File: config.mk
export PLATFORM = sky130hd
export DESIGN_NAME = fp_mult_param
export DESIGN_NICKNAME = d
export VERILOG_FILES = /design/src/rtl/fp_mult_pkg.sv /design/src/rtl/fp_mult_param_sig_mult_seq.sv /design/src/rtl/fp_mult_param.sv
export SDC_FILE = /design/constraint.sdc
export NUM_CORES = 1
export LEC_CHECK = 0
export CAP_MARGIN = 10
export CORE_ASPECT_RATIO = 1.2
export CORE_UTILIZATION = 36
export CTS_BUF_LIST = sky130_fd_sc_hd__clkbuf_2
export DETAILED_ROUTE_END_ITERATION = 16
export GPL_ROUTABILITY_DRIVEN = 1
export GPL_TIMING_DRIVEN = 0
export PLACE_DENSITY = 0.52
export REMOVE_ABC_BUFFERS = 1
export SLEW_MARGIN = 20
export SYNTH_ARGS = -nofsm -noshare
export SYNTH_HDL_FRONTEND = slang
export SYNTH_HIERARCHICAL = 1
export SYNTH_SLANG_ARGS = --single-unit
export TNS_END_PERCENT = 10
File: constraint.sdc
create_clock -name clk -period 8.94 [get_ports clk]
set_input_delay 1.788 -clock clk [delete_from_list [all_inputs] [get_ports clk]]
set_output_delay 1.788 -clock clk [all_outputs]
set_load 0.005 [all_outputs]
File: src/rtl/fp_mult_pkg.sv
// Shared types and helpers for the parametrised floating-point multiplier.
package fp_mult_pkg;

    // Control states of the multiplier sequencer
    typedef enum logic [2:0] {
        IDLE,
        MUL,
        ROUND,
        SPECIAL,
        DONE
    } state_e;

    // Operand classification; exp==0 is always treated as zero (flush-to-zero)
    typedef enum logic [2:0] {
        ZERO,
        NORMAL,
        INF,
        QNAN,
        SNAN
    } op_class_e;

    function automatic int calc_sig_w(input int man_w);
        return man_w + 1;
    endfunction

    function automatic int calc_bias(input int exp_w);
        return (1 << (exp_w - 1)) - 1;
    endfunction

    function automatic int calc_exp_max(input int exp_w);
        return (1 << exp_w) - 1;
    endfunction

    // Classify an operand from pre-reduced exponent/fraction properties
    function automatic op_class_e classify(input logic exp_ones, input logic exp_zero,
                                           input logic frac_zero, input logic frac_msb);
        op_class_e c;
        if (exp_zero)
            c = ZERO;
        else if (!exp_ones)
            c = NORMAL;
        else if (frac_zero)
            c = INF;
        else if (frac_msb)
            c = QNAN;
        else
            c = SNAN;
        return c;
    endfunction

endpackage

File: src/rtl/fp_mult_param_sig_mult_seq.sv
// Iterative shift-add significand multiplier, SIG_BITS_PER_CYC multiplier bits per cycle.
module fp_sig_mult_seq #(
    parameter int SIG_W            = 24,
    parameter int SIG_BITS_PER_CYC = 1
) (
    input  logic                 clk,
    input  logic                 reset_n,
    input  logic                 start,
    input  logic [SIG_W-1:0]     multiplicand,
    input  logic [SIG_W-1:0]     multiplier,
    output logic [2*SIG_W-1:0]   product,
    output logic                 done
);
    localparam int N     = SIG_W / SIG_BITS_PER_CYC;
    localparam int CNT_W = (N > 1) ? $clog2(N) : 1;
    localparam int PW    = 2 * SIG_W;
    localparam logic [CNT_W-1:0] LAST = CNT_W'(N - 1);

    logic [PW-1:0]    mcand_q, mcand_d;
    logic [PW-1:0]    acc_q, acc_d;
    logic [SIG_W-1:0] mplier_q, mplier_d;
    logic [CNT_W-1:0] cnt_q, cnt_d;
    logic             busy_q, busy_d;

    // done marks the cycle in which the final iteration is retired; acc_q is final after it
    assign done    = busy_q && (cnt_q == LAST);
    assign product = acc_q;

    // Load operands on start, otherwise retire the low multiplier bits into the accumulator
    always_comb begin
        mcand_d  = mcand_q;
        acc_d    = acc_q;
        mplier_d = mplier_q;
        cnt_d    = cnt_q;
        busy_d   = busy_q;
        if (start) begin
            mcand_d  = PW'(multiplicand);
            mplier_d = multiplier;
            acc_d    = '0;
            cnt_d    = '0;
            busy_d   = 1'b1;
        end else if (busy_q) begin
            for (int j = 0; j < SIG_BITS_PER_CYC; j++) begin
                if (mplier_q[j])
                    acc_d = acc_d + (mcand_q << j);
            end
            mcand_d  = mcand_q << SIG_BITS_PER_CYC;
            mplier_d = mplier_q >> SIG_BITS_PER_CYC;
            cnt_d    = cnt_q + CNT_W'(1);
            if (done)
                busy_d = 1'b0;
        end
    end

    // Iteration state registers
    always_ff @(posedge clk or negedge reset_n) begin
        if (!reset_n) begin
            mcand_q  <= '0;
            acc_q    <= '0;
            mplier_q <= '0;
            cnt_q    <= '0;
            busy_q   <= 1'b0;
        end else begin
            mcand_q  <= mcand_d;
            acc_q    <= acc_d;
            mplier_q <= mplier_d;
            cnt_q    <= cnt_d;
            busy_q   <= busy_d;
        end
    end

endmodule

File: src/rtl/fp_mult_param.sv
// Handshaked parametrised FP multiplier: specials, RNE rounding, FTZ in/out, saturation flags.
module fp_mult_param
    import fp_mult_pkg::*;
#(
    parameter int EXP_W            = 8,
    parameter int MAN_W            = 23,
    parameter int SIG_BITS_PER_CYC = 1
) (
    input  logic                     clk,
    input  logic                     reset_n,
    input  logic                     in_valid,
    output logic                     in_ready,
    input  logic [EXP_W+MAN_W:0]     a,
    input  logic [EXP_W+MAN_W:0]     b,
    output logic                     out_valid,
    input  logic                     out_ready,
    output logic [EXP_W+MAN_W:0]     product,
    output logic [3:0]               flags
);
    localparam int SIG_W   = calc_sig_w(MAN_W);
    localparam int BIAS    = calc_bias(EXP_W);
    localparam int EXP_MAX = calc_exp_max(EXP_W);
    localparam int W       = 1 + EXP_W + MAN_W;
    localparam int EW      = EXP_W + 2;
    localparam int PW      = 2 * SIG_W;
    localparam logic signed [EW-1:0] BIAS_S    = EW'(BIAS);
    localparam logic signed [EW-1:0] EXP_MAX_S = EW'(EXP_MAX);
    localparam logic [W-1:0] QNAN_CANON = {1'b0, {EXP_W{1'b1}}, 1'b1, {(MAN_W-1){1'b0}}};

    state_e          state_q, state_d;
    logic [W-1:0]    a_q, a_d, b_q, b_d;
    logic [W-1:0]    product_q, product_d;
    logic [3:0]      flags_q, flags_d;
    logic            mul_start, mul_done;
    logic [PW-1:0]   mul_product;
    logic            sign_r;
    op_class_e       cls_a, cls_b, cls_in_a, cls_in_b;
    logic [W-1:0]    spec_product, round_product;
    logic [3:0]      spec_flags, round_flags;
    logic signed [EW-1:0] ea, eb, e_base, e_norm, e_fin;
    logic [PW-1:0]   p_norm;
    logic [SIG_W-1:0] kept;
    logic            guard, sticky, rnd_up, carry;
    logic [MAN_W-1:0] frac_r;

    function automatic op_class_e class_of(input logic [W-1:0] x);
        return classify(&x[W-2 -: EXP_W], ~|x[W-2 -: EXP_W], ~|x[MAN_W-1:0], x[MAN_W-1]);
    endfunction

    assign in_ready  = (state_q == IDLE);
    assign out_valid = (state_q == DONE);
    assign product   = product_q;
    assign flags     = flags_q;
    assign sign_r    = a_q[W-1] ^ b_q[W-1];
    assign cls_in_a  = class_of(a);
    assign cls_in_b  = class_of(b);

    fp_sig_mult_seq #(
        .SIG_W            (SIG_W),
        .SIG_BITS_PER_CYC (SIG_BITS_PER_CYC)
    ) u_sig_mult (
        .clk          (clk),
        .reset_n      (reset_n),
        .start        (mul_start),
        .multiplicand ({1'b1, a[MAN_W-1:0]}),
        .multiplier   ({1'b1, b[MAN_W-1:0]}),
        .product      (mul_product),
        .done         (mul_done)
    );

    // Special-operand result: NaN propagation first, then Inf x 0, Inf, zero
    always_comb begin
        cls_a        = class_of(a_q);
        cls_b        = class_of(b_q);
        spec_product = {sign_r, {EXP_W{1'b0}}, {MAN_W{1'b0}}};
        spec_flags   = '0;
        if (cls_a == QNAN || cls_a == SNAN || cls_b == QNAN || cls_b == SNAN) begin
            spec_product  = QNAN_CANON;
            spec_flags[3] = (cls_a == SNAN) || (cls_b == SNAN);
        end else if ((cls_a == INF && cls_b == ZERO) || (cls_a == ZERO && cls_b == INF)) begin
            spec_product  = QNAN_CANON;
            spec_flags[3] = 1'b1;
        end else if (cls_a == INF || cls_b == INF) begin
            spec_product = {sign_r, {EXP_W{1'b1}}, {MAN_W{1'b0}}};
        end
    end

    // Normalise, round to nearest even and saturate the significand product
    always_comb begin
        ea       = EW'(a_q[W-2 -: EXP_W]);
        eb       = EW'(b_q[W-2 -: EXP_W]);
        e_base   = ea + eb - BIAS_S;
        p_norm   = mul_product[PW-1] ? mul_product : (mul_product << 1);
        e_norm   = e_base + EW'(mul_product[PW-1]);
        kept     = p_norm[PW-1 -: SIG_W];
        guard    = p_norm[SIG_W-1];
        sticky   = |p_norm[SIG_W-2:0];
        rnd_up   = guard & (kept[0] | sticky);
        carry    = rnd_up & (&kept);
        frac_r   = kept[MAN_W-1:0] + MAN_W'(rnd_up);
        e_fin    = e_norm + EW'(carry);
        round_product = {sign_r, e_fin[EXP_W-1:0], frac_r};
        round_flags   = {3'b000, guard | sticky};
        if (e_fin >= EXP_MAX_S) begin
            round_product = {sign_r, {EXP_W{1'b1}}, {MAN_W{1'b0}}};
            round_flags   = 4'b0101;
        end else if (e_fin[EW-1] || (e_fin == '0)) begin
            round_product = {sign_r, {EXP_W{1'b0}}, {MAN_W{1'b0}}};
            round_flags   = 4'b0011;
        end
    end

    // Sequencer next-state and datapath capture
    always_comb begin
        state_d   = state_q;
        a_d       = a_q;
        b_d       = b_q;
        product_d = product_q;
        flags_d   = flags_q;
        mul_start = 1'b0;
        case (state_q)
            IDLE: begin
                if (in_valid) begin
                    a_d = a;
                    b_d = b;
                    if (cls_in_a != NORMAL || cls_in_b != NORMAL) begin
                        state_d = SPECIAL;
                    end else begin
                        state_d   = MUL;
                        mul_start = 1'b1;
                    end
                end
            end
            MUL: begin
                if (mul_done)
                    state_d = ROUND;
            end
            ROUND: begin
                product_d = round_product;
                flags_d   = round_flags;
                state_d   = DONE;
            end
            SPECIAL: begin
                product_d = spec_product;
                flags_d   = spec_flags;
                state_d   = DONE;
            end
            DONE: begin
                if (out_ready)
                    state_d = IDLE;
            end
            default: state_d = IDLE;
        endcase
    end

    // State and datapath registers
    always_ff @(posedge clk or negedge reset_n) begin
        if (!reset_n) begin
            state_q   <= IDLE;
            a_q       <= '0;
            b_q       <= '0;
            product_q <= '0;
            flags_q   <= '0;
        end else begin
            state_q   <= state_d;
            a_q       <= a_d;
            b_q       <= b_d;
            product_q <= product_d;
            flags_q   <= flags_d;
        end
    end

endmodule

**After elaboration in Yosys (flattened, before gate mapping)**

Cells that the tools add are included.

- Input bits: 68
- Register bits after elaboration: 229
- Logic and storage cells: 123

- Bitwise operators: 5
- Reduce and logical (&&, ||, !) cells: 36
- $lt $le $gt $ge: 1
- Equal/unequal tests: 16
- Mux-type cells: 48
- Add/sub/neg operators: 7

Operators with widths:

| operator | count |
|---|---|
| $mux 48 | 6 |
| $reduce_or 23->1 | 5 |
| $mux 31 | 3 |
| $mux 32 | 2 |
| $pmux 32 s2 | 1 |
| $mux 3 | 20 |
| $add 48x48->48 | 1 |
| $mux 24 | 2 |
| $reduce_and 8->1 | 4 |
| $reduce_or 8->1 | 4 |
| $reduce_and 24->1 | 1 |
| $add 23x1->23 | 1 |
| $add 10x1->10 | 2 |
| $eq 3x2->1 const B | 6 |
| $pmux 3 s4 | 1 |
| $ge 10x9->1 const B | 1 |
| $logic_not 10->1 | 1 |
| $mux 5 | 2 |
| $sub 9x7->10 const B | 1 |
| $add 8x8->9 | 1 |
| $eq 3x3->1 const B | 3 |
| $logic_not 3->1 | 3 |
| $logic_or 1x1->1 | 8 |
| $mux 1 | 8 |
| other kinds (16) | 26 |

**Depth between registers and ports, before layout**

Gate-level depths: netlist of the first run.

- Word-level depth: 11
- Mapped depth: 18

**Cells and area by module**

The synthesis of the first run kept the hierarchy.

Modules (own cells, without submodules):

| module | area an instance (µm²) | seq. area each (µm²) | cells an instance | instances |
|---|---|---|---|---|
| fp_sig_mult_seq | 8021.4 | 3153.0 | 907 | 1 |
| fp_mult_param | 5943.2 | 2577.5 | 574 | 1 |

**Worst setup path before layout of the first run**

OpenSTA, ideal clock, no wires.

- Path kind: reg-to-reg
- Start: reg u_sig_mult.acc_q[47] (netlist: u_sig_mult/product[47])
- End: reg product[11] (netlist name)
- Cell stages (with the launch flop): 19
- Data arrival time: 3.900 ns
- Library setup time: 0.092 ns
- Period minus slack after synthesis: 3.992 ns
- Data required time: 8.848 ns
- Buffers on the path: 4
- Path slack: 4.948 ns
- Cell sequence: dfrtp_1 -> buf_2 -> buf_1 -> nand2_1 -> a21oi_1 -> o21ai_0 -> nor4_1 -> fa_1 -> inv_1 -> fa_1 -> nand2b_1 -> a21oi_1 -> a31oi_1 -> o21ai_1 -> xor2_1 -> or3b_1 -> buf_2 -> buf_6 -> o31ai_2

RTL lines:

| item | RTL line | source |
|---|---|---|
| start, declared | fp_mult_param_sig_mult_seq.sv:20 | `logic [PW-1:0] acc_q, acc_d;` |
| start signal, assigned | fp_mult_param_sig_mult_seq.sv:59 | `acc_q <= '0;` |
| start signal, assigned | fp_mult_param_sig_mult_seq.sv:65 | `acc_q <= acc_d;` |

==> results of run 1 <==
## per-layer routing
| metal | part of all wire [%] | track usage, % | vias to the layer above |
|---|---|---|---|
| met2 | 50 | 32.1 | 240 |
| met3 | 4.1 | 3.44 | 40 |
| li1 | - | - | 5559 |
| met1 | 44 | 22.9 | 5416 |
| met4 | 1.6 | 6.36 | 2 |
| met5 | 0.031 | 0 | - |
## state kept, by name, indices dropped and copies added, names as in the netlist
name and cells:
state_q 3, u_sig_mult/cnt_q 5, product 32, u_sig_mult/mcand_q 48, flags 4, a_q 32
u_sig_mult/busy_q 1, u_sig_mult/mplier_q 24, u_sig_mult/product 48, b_q 32
## cell type report
type	instances	area, um2	area share [%]
inverters	30	113	0.694
repair buffers	117	1340	8.27
clock buffers	99	495	3.06
flip-flops and latches	229	5740	35.4
multi-input cells	1141	7790	48.0
clock inverters	14	138	0.849
diodes	1	2.50	0.0154
well taps	480	601	3.70
## worst max-delay path, cell delays in order, from the launching register on
cell	delay, ns
sky130_fd_sc_hd__dfrtp_2	0.91
sky130_fd_sc_hd__mux2_2	0.30
sky130_fd_sc_hd__nand4_2	0.20
sky130_fd_sc_hd__nor3_1	0.23
sky130_fd_sc_hd__nand2_1	0.11
sky130_fd_sc_hd__nor4_1	0.36
sky130_fd_sc_hd__fa_1	0.26
sky130_fd_sc_hd__inv_1	0.06
sky130_fd_sc_hd__fa_1	0.38
sky130_fd_sc_hd__nand2b_1	0.16
sky130_fd_sc_hd__a21oi_1	0.21
sky130_fd_sc_hd__a31oi_1	0.17
sky130_fd_sc_hd__o21ai_1	0.24
sky130_fd_sc_hd__xor2_1	0.19
sky130_fd_sc_hd__or3b_2	0.82
sky130_fd_sc_hd__o31ai_2	0.32
## final timing paths
kind | endpoint | slack, ns | depth (start not counted)
max in group asynchronous | a_q[3]$_DFFE_PN0P_ | 7.23 | 2
worst max-delay path | product[6]$_DFFE_PN0P_ | 3.82 | 15
worst min-delay path | product[17]$_DFFE_PN0P_ | 0.49 | 2
min in group asynchronous | product[13]$_DFFE_PN0P_ | 0.81 | 1
worst max register to register | product[6]$_DFFE_PN0P_ | 3.82 | 15
worst min register to register | product[17]$_DFFE_PN0P_ | 0.49 | 2
## kinds of logic (layout without fill, tap and decap cells)
family / count (synthesis) / after routing / synth area share (%)
xor gates and xnor gates: 68 / 68 / 4.26
and+or+nand+nor: 479 / 479 / 16.1
buffers and inverters: 112 / 260 / 3.33
muxes: 147 / 147 / 11.1
other: 1 / 3 / 0.0269
DFF: 229 / 229 / 41.0
AOI/OAI and AO/OA: 378 / 378 / 17.9
adders and majority gates: 67 / 67 / 6.16
## power groups by stage
stage,clock (uW),sequential (uW),combinational (uW)
2_1_floorplan,0,1810,2220
3_3_place_gp,0,2000,2850
3_5_place_dp,0,1960,2910
4_1_cts,891,1940,2920
5_1_grt,945,2000,3280
6_report,843,1930,2900
## per-stage QoR
stage               instances  TNS (ns)  setup slack, ns  instance area (um2)
finish                   2111         0             3.82                16200
global route             2111         0             3.42                16200
detailed placement       1997         0             3.86                15600
CTS                      2110         0             3.78                16200
floorplan                1400    -33.03            -1.97                13600
global placement         1985  -1545.85            -9.29                15300
## placed cells by master (no fill, tap or decap), types with 9 or more instances in the layout
cell                              instances
sky130_fd_sc_hd__a211oi_1                10
sky130_fd_sc_hd__a21o_1                  27
sky130_fd_sc_hd__a21oi_1                118
sky130_fd_sc_hd__and3_1                   9
sky130_fd_sc_hd__clkbuf_2                99
sky130_fd_sc_hd__clkdlybuf4s50_1        104
sky130_fd_sc_hd__clkinv_1                 9
sky130_fd_sc_hd__dfrtp_1                227
sky130_fd_sc_hd__ha_1                    64
sky130_fd_sc_hd__inv_1                   29
sky130_fd_sc_hd__mux2_1                  31
sky130_fd_sc_hd__mux2_2                  36
sky130_fd_sc_hd__mux2i_1                 80
sky130_fd_sc_hd__nand2_1                230
sky130_fd_sc_hd__nand3_1                 24
sky130_fd_sc_hd__nand4_1                 31
sky130_fd_sc_hd__nor2_1                  76
sky130_fd_sc_hd__nor2b_1                 12
sky130_fd_sc_hd__nor3_1                  19
sky130_fd_sc_hd__nor4_1                  24
sky130_fd_sc_hd__o21ai_0                 90
sky130_fd_sc_hd__o21ai_1                 14
sky130_fd_sc_hd__o21bai_1                16
sky130_fd_sc_hd__o31ai_2                 20
sky130_fd_sc_hd__xnor2_1                 39
sky130_fd_sc_hd__xor2_1                  29
==> impl_summary.log, run 1 <==
INFO  metric area_growth = 16.1%
INFO  metric max_vdd_drop = around 0.00015 V
INFO  metric place.detailed.hpwl = roughly 25000 um
INFO  metric grt_start_max_net_pins = between 90 and 100
INFO  metric vias = 11.3k
INFO  metric run_status = complete, no violations
INFO  metric critical_path.endpoint_type = register
INFO  metric combinationalPowerShare = slightly above 50%
INFO  metric drt_first_pass_iters = 5
INFO  metric cts_root_buffer = sky130_fd_sc_hd__clkbuf_2
INFO  metric floorplan.rows = 78
INFO  metric yosysSeqAreaShare = between 40% and 50%
INFO  metric gr-usage-all-layers = between 10% and 20%
INFO  metric hold_slack = approximately 0.49 ns
INFO  metric utilization = a little over two fifths
INFO  metric library_cell_with_the_largest_summed_area_after_synthesis = sky130_fd_sc_hd__dfrtp_1
INFO  metric p_int = 3100 uW
INFO  metric ioPinCount = between 100 and 150
INFO  metric routed_length_per_instance = between 15 and 20 um
INFO  metric reg2reg_from = u_sig_mult/product[47]$_DFFE_PN0P_
INFO  metric synth_enable_flop_cells = 0
INFO  metric clock-skew-final = 0.0807 ns
INFO  metric cts-resized-gates = 0
INFO  metric rsz0062_at_grt = false
INFO  metric grt.overflow.total = 0
INFO  metric cap_violations = 0
INFO  metric htreeDepth = 3
INFO  metric initial_antenna_violation_count = 2
INFO  metric switching_power = about 2600 uW
INFO  metric postCtsHoldBufs = 0
INFO  metric count_of_filler_cells_inserted_in_the_layout = between 3k and 4k
INFO  metric cts_sink_count = approximately 230
INFO  metric synth_top_flop_cell = sky130_fd_sc_hd__dfrtp_1
INFO  metric worst-setup-path-type = register to register
INFO  metric period_share = a little under three fifths
INFO  metric async_flop_share = 100%
INFO  metric gp_weighted_congestion = approximately 0.83
INFO  metric postCtsSetupRepairBufs = 0
INFO  metric power.leakage = 0.00752 uW
INFO  metric yosys.area.top_type_share = 41.0%
INFO  metric timing.final.crit_period = 5.12 ns
INFO  metric drt-initial-drc-count = roughly 500
INFO  metric worst_slew_margin_rel = between 40% and 50%
INFO  metric synthesis.instances = 1481
INFO  metric timing_worst_slew_pin_value = slightly above 0.8 ns
INFO  metric setup_viol_count_final = 0
INFO  metric critPathRequiredTime = 9.70 ns
INFO  metric power.share.sequential = 34.0%
INFO  metric initial_core_util = ~37%
INFO  metric maxSlewViolCount = 0
INFO  metric drc = 0
INFO  metric cts-buffers-inserted = 67
INFO  metric yosys_warnings = 6
INFO  metric critPathLaunch = u_sig_mult/product[47]$_DFFE_PN0P_
INFO  metric postSynthRegisterBits = around 230
INFO  metric die_height = approximately 220 um
INFO  metric fmaxAchievable = around 200 MHz
INFO  metric cts_tree = yes
INFO  metric core-area = approximately 0.038 mm2
INFO  metric clk_latency = 0.91 ns
INFO  metric mappedNetlistArea = around 0.014 mm2
INFO  metric cp.arrival = approximately 6 ns
INFO  metric floorplan.die.width = approximately 180 um
INFO  metric avgSynthCellArea = between 9 and 10 um2
INFO  metric clock_transition_at_the_register_clock_pins_on_the_worst_setup_and_hold_paths_after_cts = roughly 0.1 ns
INFO  metric synth.distinct_cells = 85
INFO  metric dieArea = between 0.03 and 0.04 mm2
INFO  metric synthTopCellsByCount = 231 x sky130_fd_sc_hd__nand2_1, 229 x sky130_fd_sc_hd__dfrtp_1, 118 x sky130_fd_sc_hd__a21oi_1
INFO  metric post-synth-top-count-cell = sky130_fd_sc_hd__nand2_1
INFO  metric fin_nets = ~1.7k
INFO  metric ys_top_cells_by_area = sky130_fd_sc_hd__dfrtp_1 41%, sky130_fd_sc_hd__nand2_1 6.2%, sky130_fd_sc_hd__ha_1 5.7%
INFO  metric final_antenna_net_count = 0
INFO  metric cellPowerDensity = about 350 mW/mm2
INFO  metric hp-class = register to register
INFO  metric p_clk_share = ~15%
INFO  metric total_power = 5670 uW
INFO  metric power_switching_share = between 40 and 50%
INFO  metric drt-vias-per-instance = around 5.3
INFO  metric cp-start-kind = register
INFO  metric hp-start = product[17]$_DFFE_PN0P_
INFO  metric cp_max_fo = 46
INFO  metric layout-drive-gt1-share = 13.1%
INFO  metric global_route_wire_length_before_repair = roughly 60000 um
INFO  metric report.final.hold_viol_count = 0
INFO  metric first_global_vias = between 10k and 15k
INFO  metric numPortBuffers = between 100 and 150
INFO  metric clock_path_buffers = 3
INFO  metric wirelength = between 30000 and 40000 um
No activity file was read; power rests on OpenSTA's default activity.
==> inputs of run 2 (changes only) <==
- PLACE_DENSITY: 0.52 -> 0.53
- clock period: 8.94 -> 4.7 ns (I/O delays scaled with it)
==> run 2 against run 1 <==
Setup slack worse by 3.6 ns. Sequential power grew 89%. Count of clock-buffer cells in the layout decreased by 13. Highest routed layer unchanged.
==> impl_summary.log, run 2 (synthesized netlist as in run 1, its figures left out) <==
INFO  metric setup.reg_to_reg.worst_slack = 0.24 ns
INFO  metric cp.arrival = about 5.2 ns
INFO  metric layout-drive-gt1-share = a little over an eighth
INFO  metric hp-class = register to register
INFO  metric cp-start-kind = register
INFO  metric cts_tree = yes
INFO  metric cp_max_fo = 8
INFO  metric run_status = complete, no violations
INFO  metric grt.overflow.total = 0
INFO  metric critical_path.endpoint_type = register
INFO  metric total_power = 11000 uW
INFO  metric cts-buffers-inserted = between 60 and 70
INFO  metric final_cell_count_without_fillers = roughly 2.1k
INFO  metric holdPathStages = 1
INFO  metric die_height = ~220 um
INFO  metric drt_first_pass_iters = 5
INFO  metric hold-path-endpoint = a_q[6]$_DFFE_PN0P_
INFO  metric cap_violations = 0
INFO  metric period_share = between 90 and 100%
INFO  metric cp_max_stage_cell = sky130_fd_sc_hd__dfrtp_4
INFO  metric cts_root_buffer = sky130_fd_sc_hd__clkbuf_2
INFO  metric dieArea = ~0.040 mm2
INFO  metric drt-initial-drc-count = between 500 and 600
INFO  metric clock_path_buffers = 3
INFO  metric cellPowerDensity = 673 mW/mm2
INFO  metric wirelength = 36200 um
INFO  metric ioPinCount = between 100 and 150
INFO  metric switching_power = 5060 uW
INFO  metric clk_latency = just under 0.9 ns
INFO  metric critPathTopFamily = simple AND/OR/NAND/NOR gates
INFO  metric report.final.hold_viol_count = 0
INFO  metric combinationalPowerShare = 53.5%
INFO  metric critPathRequiredTime = between 5 and 6 ns
INFO  metric drc = 0
INFO  metric final_antenna_net_count = 0
INFO  metric most_frequent_cells_in_the_layout = 230 x sky130_fd_sc_hd__nand2_1, 227 x sky130_fd_sc_hd__dfrtp_1, 118 x sky130_fd_sc_hd__a21oi_1
INFO  metric vias = roughly 11k
INFO  metric gp_weighted_congestion = 0.836
INFO  metric timing.reg2reg.worst_path_depth = 15
INFO  metric clock_transition_at_the_register_clock_pins_on_the_worst_setup_and_hold_paths_after_cts = around 0.11 ns
INFO  metric area_growth = 16.7%
INFO  metric worstPathCellList = mux2_2 -> nand4_2 -> nor3_1 -> nand2_1 -> nor4_4 -> fa_1 -> inv_1 -> fa_1 -> nand2b_1 -> a21oi_1 -> a31oi_1 -> xor2_2 -> nand4_1 -> or3b_4 -> o31ai_1
INFO  metric clock-skew-final = a little over 0.1 ns
INFO  metric p_int = between 5000 and 6000 uW
INFO  metric power.leakage = roughly 0.0075 uW
INFO  metric numPortBuffers = 105
INFO  metric regToRegEndpoint = product[0]$_DFFE_PN0P_
INFO  metric utilization = 42.8%
INFO  metric power.share.sequential = 33.2%
INFO  metric floorplan.die.width = 182 um
INFO  metric cts_sink_count = between 200 and 250
INFO  metric global_route_wire_length_before_repair = 59200 um
INFO  metric place.detailed.hpwl = 25100 um
INFO  metric grt_start_max_net_pins = 87
INFO  metric initial_antenna_violation_count = 2
INFO  metric fmaxAchievable = between 200 and 250 MHz
INFO  metric timing_worst_slew_pin_value = ~0.85 ns
INFO  metric setup_viol_count_final = 0
INFO  metric max_vdd_drop = about 0.00028 V
INFO  metric layout_commonest_cell = sky130_fd_sc_hd__nand2_1
INFO  metric dp_slack = -0.421 ns
INFO  metric routed_length_per_instance = 17.1 um
INFO  metric critical_path.n_buffers_inverters = 1
INFO  metric initial_core_util = between 30% and 40%
INFO  metric fin_nets = between 1.5k and 2k
INFO  metric hp-start = a_q[6]$_DFFE_PN0P_
INFO  metric floorplan.rows = 78
INFO  metric core-area = between 0.03 and 0.04 mm2
INFO  metric reg2reg_from = u_sig_mult/product[47]$_DFFE_PN0P_
INFO  metric worst_slew_margin_rel = 42.7%
INFO  metric worst-setup-path-type = register to register
INFO  metric final_critical_path_setup_slack = approximately 0.24 ns
INFO  metric p_clk_share = 13.4%
INFO  metric timing.final.crit_period = between 4 and 5 ns
INFO  metric timing.critical_path.mode_cell = sky130_fd_sc_hd__fa_1
INFO  metric first_global_vias = ~11k
INFO  metric maxSlewViolCount = 0
INFO  metric dp_cells = about 2.0k
INFO  metric htreeDepth = 3
INFO  metric drt-vias-per-instance = between 5 and 6
INFO  metric gr-usage-all-layers = between 10% and 20%
INFO  metric slowest_delay = approximately 0.57 ns
INFO  metric power_switching_share = 46.1%
## run 2: what timing repair did
item	in CTS	in global routing
hold buffers	1	0
pin swaps	0	4
endpoints found under the setup margin	23	23
buffers inserted	1	4
resized for setup	3	8
gates cloned	0	3
hold endpoints to repair	56	0
## run 2: layout make-up
class | count | area (um2)
Multi-Input combinational cell | 1144 | 7870
Clock buffer | 86 | 430
Fill cell | 3754 | 21800
Clock inverter | 19 | 130
Antenna cell | 1 | 2.50
Timing Repair Buffer | 122 | 1400
Tap cell | 480 | 601
Inverter | 30 | 116
Sequential cell | 229 | 5740
## run 2: routing by layer
metal  share of wire [%]  routed length [um]  GRT usage, %  up-vias
met2                  48               17300          30.9      236
met4                 3.3                1190          8.19        2
met3                 4.1                1480          3.42       74
li1                    -                   -             -     5582
met5               0.047                  17             0        -
met1                  45               16200          23.2     5385
## run 2: through the flow
| stage | instance area, um2 | hold slack, ns | setup TNS, ns |
|---|---|---|---|
| floorplan | 13600 | 0.449 | -456.55 |
| global placement | 15300 | 0.465 | -2771.15 |
| detailed placement | 15600 | 0.468 | -8.51 |
| CTS | 16200 | 0.488 | 0 |
| global route | 16300 | 0.516 | -0.299 |
| finish | 16300 | 0.484 | 0 |
## run 2: power by group through the flow
stage / sequential [uW] / clock, uW / combinational [uW]
2_1_floorplan: 3450 / 0 / 4230
3_3_place_gp: 3800 / 0 / 5410
3_5_place_dp: 3720 / 0 / 5520
4_1_cts: 3670 / 1550 / 5610
5_1_grt: 3770 / 1660 / 6560
6_report: 3640 / 1460 / 5870
## run 2: worst max-delay path by stage
stage / cells after the start / slack (ns) / start / endpoint
after global routing: 15 / -0.07 / u_sig_mult/product[47]$_DFFE_PN0P_ / product[0]$_DFFE_PN0P_
after floorplan: 6 / -5.36 / in_valid / u_sig_mult/product[36]$_DFFE_PN0P_
final: 15 / 0.24 / u_sig_mult/product[47]$_DFFE_PN0P_ / product[0]$_DFFE_PN0P_
after detailed placement: 15 / -0.42 / u_sig_mult/product[47]$_DFFE_PN0P_ / product[0]$_DFFE_PN0P_
after CTS: 15 / 0.02 / u_sig_mult/product[47]$_DFFE_PN0P_ / product[0]$_DFFE_PN0P_
after global placement: 7 / -12.71 / in_valid / u_sig_mult/product[36]$_DFFE_PN0P_
